<file path="config.mk">
export PLATFORM = sky130hd
export DESIGN_NAME = systolic_skew_feeder_flat
export DESIGN_NICKNAME = d
export VERILOG_FILES = /design/src/rtl/systolic_pkg.sv /design/src/rtl/systolic_skew_feeder_if.sv /design/src/rtl/skew_delay_line.sv /design/src/rtl/systolic_skew_feeder.sv /design/src/flat_wrapper.sv
export SDC_FILE = /design/constraint.sdc
export NUM_CORES = 1
export LEC_CHECK = 0
export ABC_AREA = 0
export ABC_CLOCK_PERIOD_IN_PS = 1800
export CAP_MARGIN = 5
export CORE_UTILIZATION = 40
export CTS_CLUSTER_DIAMETER = 200
export DETAILED_ROUTE_END_ITERATION = 10
export PLACE_DENSITY = 0.7
export SLEW_MARGIN = 15
export SYNTH_ARGS = -nofsm -noshare
export SYNTH_HDL_FRONTEND = slang
export SYNTH_SLANG_ARGS = --single-unit
</file>
<file path="constraint.sdc">
create_clock -name clk_i -period 1.8 [get_ports clk_i]
set_input_delay 0.27 -clock clk_i [delete_from_list [all_inputs] [get_ports clk_i]]
set_output_delay 0.27 -clock clk_i [all_outputs]
set_load 0.03 [all_outputs]
</file>
<file path="src/rtl/systolic_pkg.sv">
// rtl/systolic_pkg.sv - shared types and helpers for the systolic array feeder
//   max_int        : larger of two ints, used for the drain length L
//   feeder_state_e : RUN (idle/streaming) and DRAIN
//   lane_t         : one skew stage at the default operand width (data + valid)
package systolic_pkg;

  function automatic int max_int(input int a, input int b);
    return (a > b) ? a : b;
  endfunction

  typedef enum logic {ST_RUN, ST_DRAIN} feeder_state_e;

  localparam int LANE_WIDTH = 8;

  typedef struct packed {
    logic [LANE_WIDTH-1:0] data;
    logic                  valid;
  } lane_t;

endpackage

</file>
<file path="src/rtl/systolic_skew_feeder_if.sv">
// rtl/systolic_skew_feeder_if.sv - operand stream in, skewed array edges out
//   in_valid_i/in_ready_o/in_last_i : beat handshake, last marks end of stream
//   in_west_i/in_north_i            : unskewed row/column operands
//   west_o/north_o (+ _valid_o)     : skewed lanes towards the array
//   done_o, beats_o                 : end-of-drain pulse, accepted beat count
//   master = operand source, slave = feeder
interface systolic_skew_feeder_if #(
  parameter int WIDTH = 8,
  parameter int ROW   = 4,
  parameter int COL   = 4,
  parameter int CNT_W = 16
);
  logic                      in_valid_i;
  logic                      in_ready_o;
  logic                      in_last_i;
  logic [ROW-1:0][WIDTH-1:0] in_west_i;
  logic [COL-1:0][WIDTH-1:0] in_north_i;
  logic [ROW-1:0][WIDTH-1:0] west_o;
  logic [COL-1:0][WIDTH-1:0] north_o;
  logic [ROW-1:0]            west_valid_o;
  logic [COL-1:0]            north_valid_o;
  logic                      done_o;
  logic [CNT_W-1:0]          beats_o;

  modport master (
    output in_valid_i, in_last_i, in_west_i, in_north_i,
    input  in_ready_o, west_o, north_o, west_valid_o, north_valid_o, done_o, beats_o
  );

  modport slave (
    input  in_valid_i, in_last_i, in_west_i, in_north_i,
    output in_ready_o, west_o, north_o, west_valid_o, north_valid_o, done_o, beats_o
  );
endinterface

</file>
<file path="src/rtl/skew_delay_line.sv">
// rtl/skew_delay_line.sv - DEPTH-stage reset-to-zero shift register of data+valid
//   clk_i, rstn_i     : clock, asynchronous active-low reset
//   data_i, valid_i   : stage 0 input, captured every cycle
//   data_o, valid_o   : last stage
module skew_delay_line #(
  parameter int WIDTH = 8,
  parameter int DEPTH = 1
) (
  input  logic             clk_i,
  input  logic             rstn_i,
  input  logic [WIDTH-1:0] data_i,
  input  logic             valid_i,
  output logic [WIDTH-1:0] data_o,
  output logic             valid_o
);

  typedef struct packed {
    logic [WIDTH-1:0] data;
    logic             valid;
  } stage_t;

  stage_t sr [DEPTH];

  always_ff @(posedge clk_i or negedge rstn_i) begin
    if (!rstn_i) begin
      for (int i = 0; i < DEPTH; i++) sr[i] <= '0;
    end else begin
      sr[0] <= '{data: data_i, valid: valid_i};
      for (int i = 1; i < DEPTH; i++) sr[i] <= sr[i-1];
    end
  end

  assign data_o  = sr[DEPTH-1].data;
  assign valid_o = sr[DEPTH-1].valid;

endmodule

</file>
<file path="src/rtl/systolic_skew_feeder.sv">
// rtl/systolic_skew_feeder.sv - triangular-skew feeder for the west/north array edges
//   clk_i, rstn_i : clock, asynchronous active-low reset
//   bus (slave)   : operand handshake in, skewed lanes, done pulse and beat count out
// West lane r is delayed r cycles, north lane c by c cycles; bubbles are zeros.
module systolic_skew_feeder
  import systolic_pkg::*;
#(
  parameter int WIDTH = 8,
  parameter int ROW   = 4,
  parameter int COL   = 4,
  parameter int CNT_W = 16
) (
  input logic                    clk_i,
  input logic                    rstn_i,
  systolic_skew_feeder_if.slave  bus
);

  localparam int L    = max_int(ROW, COL);
  localparam int CW   = (L > 1) ? $clog2(L) : 1;

  feeder_state_e    state;
  logic [CW-1:0]    drain_cnt;
  logic [CNT_W-1:0] beats;
  logic             accept;

  // Ready is a pure state decode, so there is no path from in_valid_i.
  assign bus.in_ready_o = (state == ST_RUN);
  assign accept         = bus.in_valid_i && (state == ST_RUN);
  assign bus.done_o     = (state == ST_DRAIN) && (drain_cnt == '0);
  assign bus.beats_o    = beats;

  always_ff @(posedge clk_i or negedge rstn_i) begin
    if (!rstn_i) begin
      state     <= ST_RUN;
      drain_cnt <= '0;
      beats     <= '0;
    end else begin
      case (state)
        ST_RUN: begin
          if (accept) begin
            beats <= beats + CNT_W'(1);
            if (bus.in_last_i) begin
              state     <= ST_DRAIN;
              drain_cnt <= CW'(L - 1);
            end
          end
        end
        ST_DRAIN: begin
          // Counter 0 is the cycle the last beat sits on the farthest lane.
          if (drain_cnt == '0) begin
            state <= ST_RUN;
            beats <= '0;
          end else begin
            drain_cnt <= drain_cnt - CW'(1);
          end
        end
        default: state <= ST_RUN;
      endcase
    end
  end

  // Lane 0 is the first register of each chain; it loads zero on a bubble
  // because the array never stalls.
  for (genvar r = 0; r < ROW; r++) begin : g_west
    logic [WIDTH-1:0] d_out;
    logic             v_out;
    skew_delay_line #(.WIDTH(WIDTH), .DEPTH(r + 1)) u_dl (
      .clk_i   (clk_i),
      .rstn_i  (rstn_i),
      .data_i  (accept ? bus.in_west_i[r] : '0),
      .valid_i (accept),
      .data_o  (d_out),
      .valid_o (v_out)
    );
    assign bus.west_o[r]       = d_out;
    assign bus.west_valid_o[r] = v_out;
  end

  for (genvar c = 0; c < COL; c++) begin : g_north
    logic [WIDTH-1:0] d_out;
    logic             v_out;
    skew_delay_line #(.WIDTH(WIDTH), .DEPTH(c + 1)) u_dl (
      .clk_i   (clk_i),
      .rstn_i  (rstn_i),
      .data_i  (accept ? bus.in_north_i[c] : '0),
      .valid_i (accept),
      .data_o  (d_out),
      .valid_o (v_out)
    );
    assign bus.north_o[c]       = d_out;
    assign bus.north_valid_o[c] = v_out;
  end

endmodule
</file>
<file path="src/flat_wrapper.sv">
// flat-port wrapper written by rule: the top's interface ports become plain ports
module systolic_skew_feeder_flat import systolic_pkg::*;
#(
  parameter int WIDTH = 8,
  parameter int ROW   = 4,
  parameter int COL   = 4,
  parameter int CNT_W = 16
)
  (clk_i, rstn_i, bus_in_valid_i, bus_in_last_i, bus_in_west_i, bus_in_north_i, bus_in_ready_o, bus_west_o, bus_north_o, bus_west_valid_o, bus_north_valid_o, bus_done_o, bus_beats_o);
  systolic_skew_feeder_if #(.WIDTH(WIDTH), .ROW(ROW), .COL(COL), .CNT_W(CNT_W)) bus_i ();
  input logic clk_i;
  input logic rstn_i;
  input wire logic [$bits(bus_i.in_valid_i)-1:0] bus_in_valid_i;
  input wire logic [$bits(bus_i.in_last_i)-1:0] bus_in_last_i;
  input wire logic [$bits(bus_i.in_west_i)-1:0] bus_in_west_i;
  input wire logic [$bits(bus_i.in_north_i)-1:0] bus_in_north_i;
  output wire logic [$bits(bus_i.in_ready_o)-1:0] bus_in_ready_o;
  output wire logic [$bits(bus_i.west_o)-1:0] bus_west_o;
  output wire logic [$bits(bus_i.north_o)-1:0] bus_north_o;
  output wire logic [$bits(bus_i.west_valid_o)-1:0] bus_west_valid_o;
  output wire logic [$bits(bus_i.north_valid_o)-1:0] bus_north_valid_o;
  output wire logic [$bits(bus_i.done_o)-1:0] bus_done_o;
  output wire logic [$bits(bus_i.beats_o)-1:0] bus_beats_o;
  assign bus_i.in_valid_i = bus_in_valid_i;
  assign bus_i.in_last_i = bus_in_last_i;
  assign bus_i.in_west_i = bus_in_west_i;
  assign bus_i.in_north_i = bus_in_north_i;
  assign bus_in_ready_o = bus_i.in_ready_o;
  assign bus_west_o = bus_i.west_o;
  assign bus_north_o = bus_i.north_o;
  assign bus_west_valid_o = bus_i.west_valid_o;
  assign bus_north_valid_o = bus_i.north_valid_o;
  assign bus_done_o = bus_i.done_o;
  assign bus_beats_o = bus_i.beats_o;
  systolic_skew_feeder #(.WIDTH(WIDTH), .ROW(ROW), .COL(COL), .CNT_W(CNT_W)) u_core (.clk_i(clk_i), .rstn_i(rstn_i), .bus(bus_i));
endmodule
</file>
==> summary.md <==
The run finished, with violations left. The checks that failed: DRC. After technology mapping, the gate count stands at 386. Of the cells placed in the final design, the portion with a size suffix greater than 1 is 9.56%.

The smallest clock period supported by the final layout is computed as 1720 ps. After floorplanning, the core was divided into 44 placement rows. STA classifies the critical path endpoint as a primary output. Across every metal layer, demand over resource in global routing totals 13.9%. At the end of routability-driven placement, the weighted congestion stood at 0.832. The post-layout worst setup margin is 78.3 ps. The tools report the final net count as 581.

Leaving out fill and tap cells, the most frequent cell in the layout is sky130_fd_sc_hd__dfrtp_1. The number of distinct library cells after synthesis was 32. In the layout the commonest cells are sky130_fd_sc_hd__dfrtp_1, sky130_fd_sc_hd__clkdlybuf4s50_1, sky130_fd_sc_hd__and2_1.

The tools report the sequential fraction of the synthesis area as 77.3%. For the number of pins exceeding their max-slew limit in the final report, the log shows 0. The vias per cell was 4.35.

The detail-routed net length per standard cell is 14.1 um. During synthesis, Yosys emitted a total of 0 warnings. Across the run, the number of max-cap violations was 0. The core region is 14,500 um2. The highest clock frequency the design can meet is 0.581 GHz.

Clock tree synthesis found a total of 183 sinks. The number of antenna diodes in the final layout is 0. Detailed routing inserted a total of 3,072 vias. In this run the deepest clock path goes through 2 buffers. Entering global routing, the biggest net connects 64 pins. The synthesized area per cell works out to 15.3 um2. The kind of critical path was flop to primary output.

The number of violations reported at the end of detailed-routing iteration 0 was 148. The tools report the initial antenna violation count as 0. For this run, design rule violations remaining after detail routing come to 2. The first global-routing pass estimated 15.7 mm of wire. The count of input and output buffers is 157, and the worst slew margin relative to its limit is 66.2%. Adding up every negative setup slack in the final design gives 0 ps.

The power density over the cells works out to 1380 nW/um2. Die height: 124 um. The worst min-delay path category was flop to flop.

The maximum ir drop on the vdd rail was 0.000741 V. The final clock period utilization by the worst path was 95.7%. Summed over all cells, the static leakage comes to 3.93 nW.

The cell area after technology mapping is 5920 um2. Buffers inserted during clock tree synthesis total 17. Summed over all layers, the routed wires come to 9.95 mm. The synthesized flop and latch total is 183, and the horizontal die dimension is 124 um.

Clock root buffer: sky130_fd_sc_hd__clkbuf_16. At the later pin of the worst-skew pair, clock insertion delay measures 410 ps. The number of nets produced by synthesis came out at 456.

The critical path required time is 1530 ps, and the sum of overflow across all layers after global routing is 0. The area overhead of the layout relative to synthesis is 34.8%, and the number of failing setup endpoints in the final timing report is 0. The run gives 3,154 as the number of global-route vias before repair.

Across the routed clock network, the largest skew measured is 6.95 ps. The post-detailed-route count of antenna-violating nets came out at 0. Detailed placement finished with a half-perimeter wire length of 6.93 mm.

The critical-path maximum fanout works out to 6. The top-level port count was 158. TritonCTS built the clock tree. At the placement stage, the worst setup path has a slack of 30.8 ps.

At the pin with the least slew margin, the transition time is 506 ps. STA classifies the critical path startpoint as a flop. The clock-pin transition on the worst setup and hold timing paths was 70 ps; the depth of the CTS H-tree was 4. At the worst endpoint, the arrival time is 1450 ps.

The effective utilization at floorplan is 40.9%, and the iteration count of the initial detailed-routing pass is 7. The number of failing hold endpoints at the final stage was 0; the total die area was 15,300 um2.
==> cells in the mapped netlist (all sizes together) <==
library cell	number	area share (%)
a21o	1	0.13
a21oi	3	0.25
a22o	1	0.15
a31oi	1	0.11
and2	65	6.9
and3	1	0.11
buf	57	7.2
clkbuf	6	0.40
dfrtp	183	77
ha	2	0.42
inv	7	0.44
mux2i	5	0.85
nand2	9	0.57
nand2b	1	0.11
nand3	5	0.63
nand3b	1	0.34
nand4	4	0.68
nand4b	1	0.15
nor2	14	0.89
nor2b	1	0.11
nor3	2	0.17
nor4	3	0.53
o21ai	6	0.51
o311ai	1	0.15
o41ai	1	0.15
xnor2	4	0.59
xor2	1	0.15
==> layer usage <==
metal / part of all wire [%] / wire (um) / global-route usage (%) / vias up
met4: 1.2 / 119 / 5.65 / 0
met5: 0 / 0 / 0 / -
li1: - / - / - / 1411
met2: 51 / 5120 / 22.0 / 98
met1: 41 / 4110 / 17.1 / 1556
met3: 6.0 / 598 / 5.17 / 7
==> flip-flops by register name (all words and copies together), names as in the netlist <==
name and flops:
u_core.bus.beats_o 16, u_core.drain_cnt 2, u_core.g_north.u_dl.data_o 32, u_core.g_north.u_dl.sr 48
u_core.g_west.u_dl.data_o 32, u_core.g_west.u_dl.sr 48, u_core.g_west.u_dl.valid_o 4, u_core.state 1
==> through the flow <==
| stage | hold WS (ps) | util, % | instances | instance area (um2) | power, mW |
|---|---|---|---|---|---|
| global route | 345 | 55.1 | 707 | 7980 | 11.5 |
| floorplan | -25.6 | - | 386 | 5920 | 6.63 |
| finish | 343 | 55.1 | 707 | 7980 | 11.0 |
| detailed placement | 292 | 50.9 | 673 | 7360 | 7.53 |
| global placement | 281 | 50.9 | 673 | 7360 | 7.41 |
| CTS | 343 | 54.9 | 705 | 7950 | 11.1 |
==> worst max-delay path, stage by stage (launching register included) <==
cell and delay [ps]:
sky130_fd_sc_hd__dfrtp_1 400, sky130_fd_sc_hd__inv_1 80, sky130_fd_sc_hd__ha_1 180, sky130_fd_sc_hd__nand2_1 90, sky130_fd_sc_hd__inv_2 120, sky130_fd_sc_hd__buf_4 170
==> timing repair <==
item / 4_1_cts / 5_1_grt
resized for setup: 15 / 6
endpoints found under the hold margin: 57 / 0
buffers inserted: 0 / 2
setup endpoints to repair: 15 / 8
hold buffers: 1 / 0
==> layout make-up <==
type,instances,area [um2]
fillers,1152,6500
flip-flops and latches,183,4580
repair buffers,169,1690
multi-input cells,133,863
clock buffers,19,443
well taps,184,230
clock inverters,12,150
inverters,7,26.3
==> final timing paths <==
| path | start | endpoint | slack, ps | cells after the start |
|---|---|---|---|---|
| setup / recovery | u_core.drain_cnt[0] | bus_done_o | 80 | 5 |
| hold / removal | u_core.g_north[3].u_dl.sr[19] | u_core.g_north[3].u_dl.sr[10] | 340 | 0 |
| setup reg to reg | u_core.bus.beats_o[0] | u_core.bus.beats_o[10] | 80 | 4 |
| hold reg to reg | u_core.g_north[3].u_dl.sr[19] | u_core.g_north[3].u_dl.sr[10] | 340 | 0 |
| max in group asynchronous | rstn_i | u_core.g_west[2].u_dl.data_o[7] | 790 | 3 |
| min in group asynchronous | rstn_i | u_core.g_west[3].u_dl.data_o[5] | 400 | 2 |
==> kinds of logic after synthesis <==
logic type      after synthesis  synth area share (%)
compound gates               14                  1.44
simple gates                107                  11.1
mux                           5                 0.845
xor+xnor                      5                 0.740
fa+ha+maj                     2                 0.423
buf+inv                      70                  8.07
flops                       183                  77.3
==> where the power goes <==
group	switching, mW	leakage [nW]	total, mW	internal [mW]
Clock	1.51	0.280	3.61	2.10
Sequential	0.320	2.46	5.11	4.79
Combinational	1.32	1.20	2.27	0.950
(Power assumes the default switching activity.)
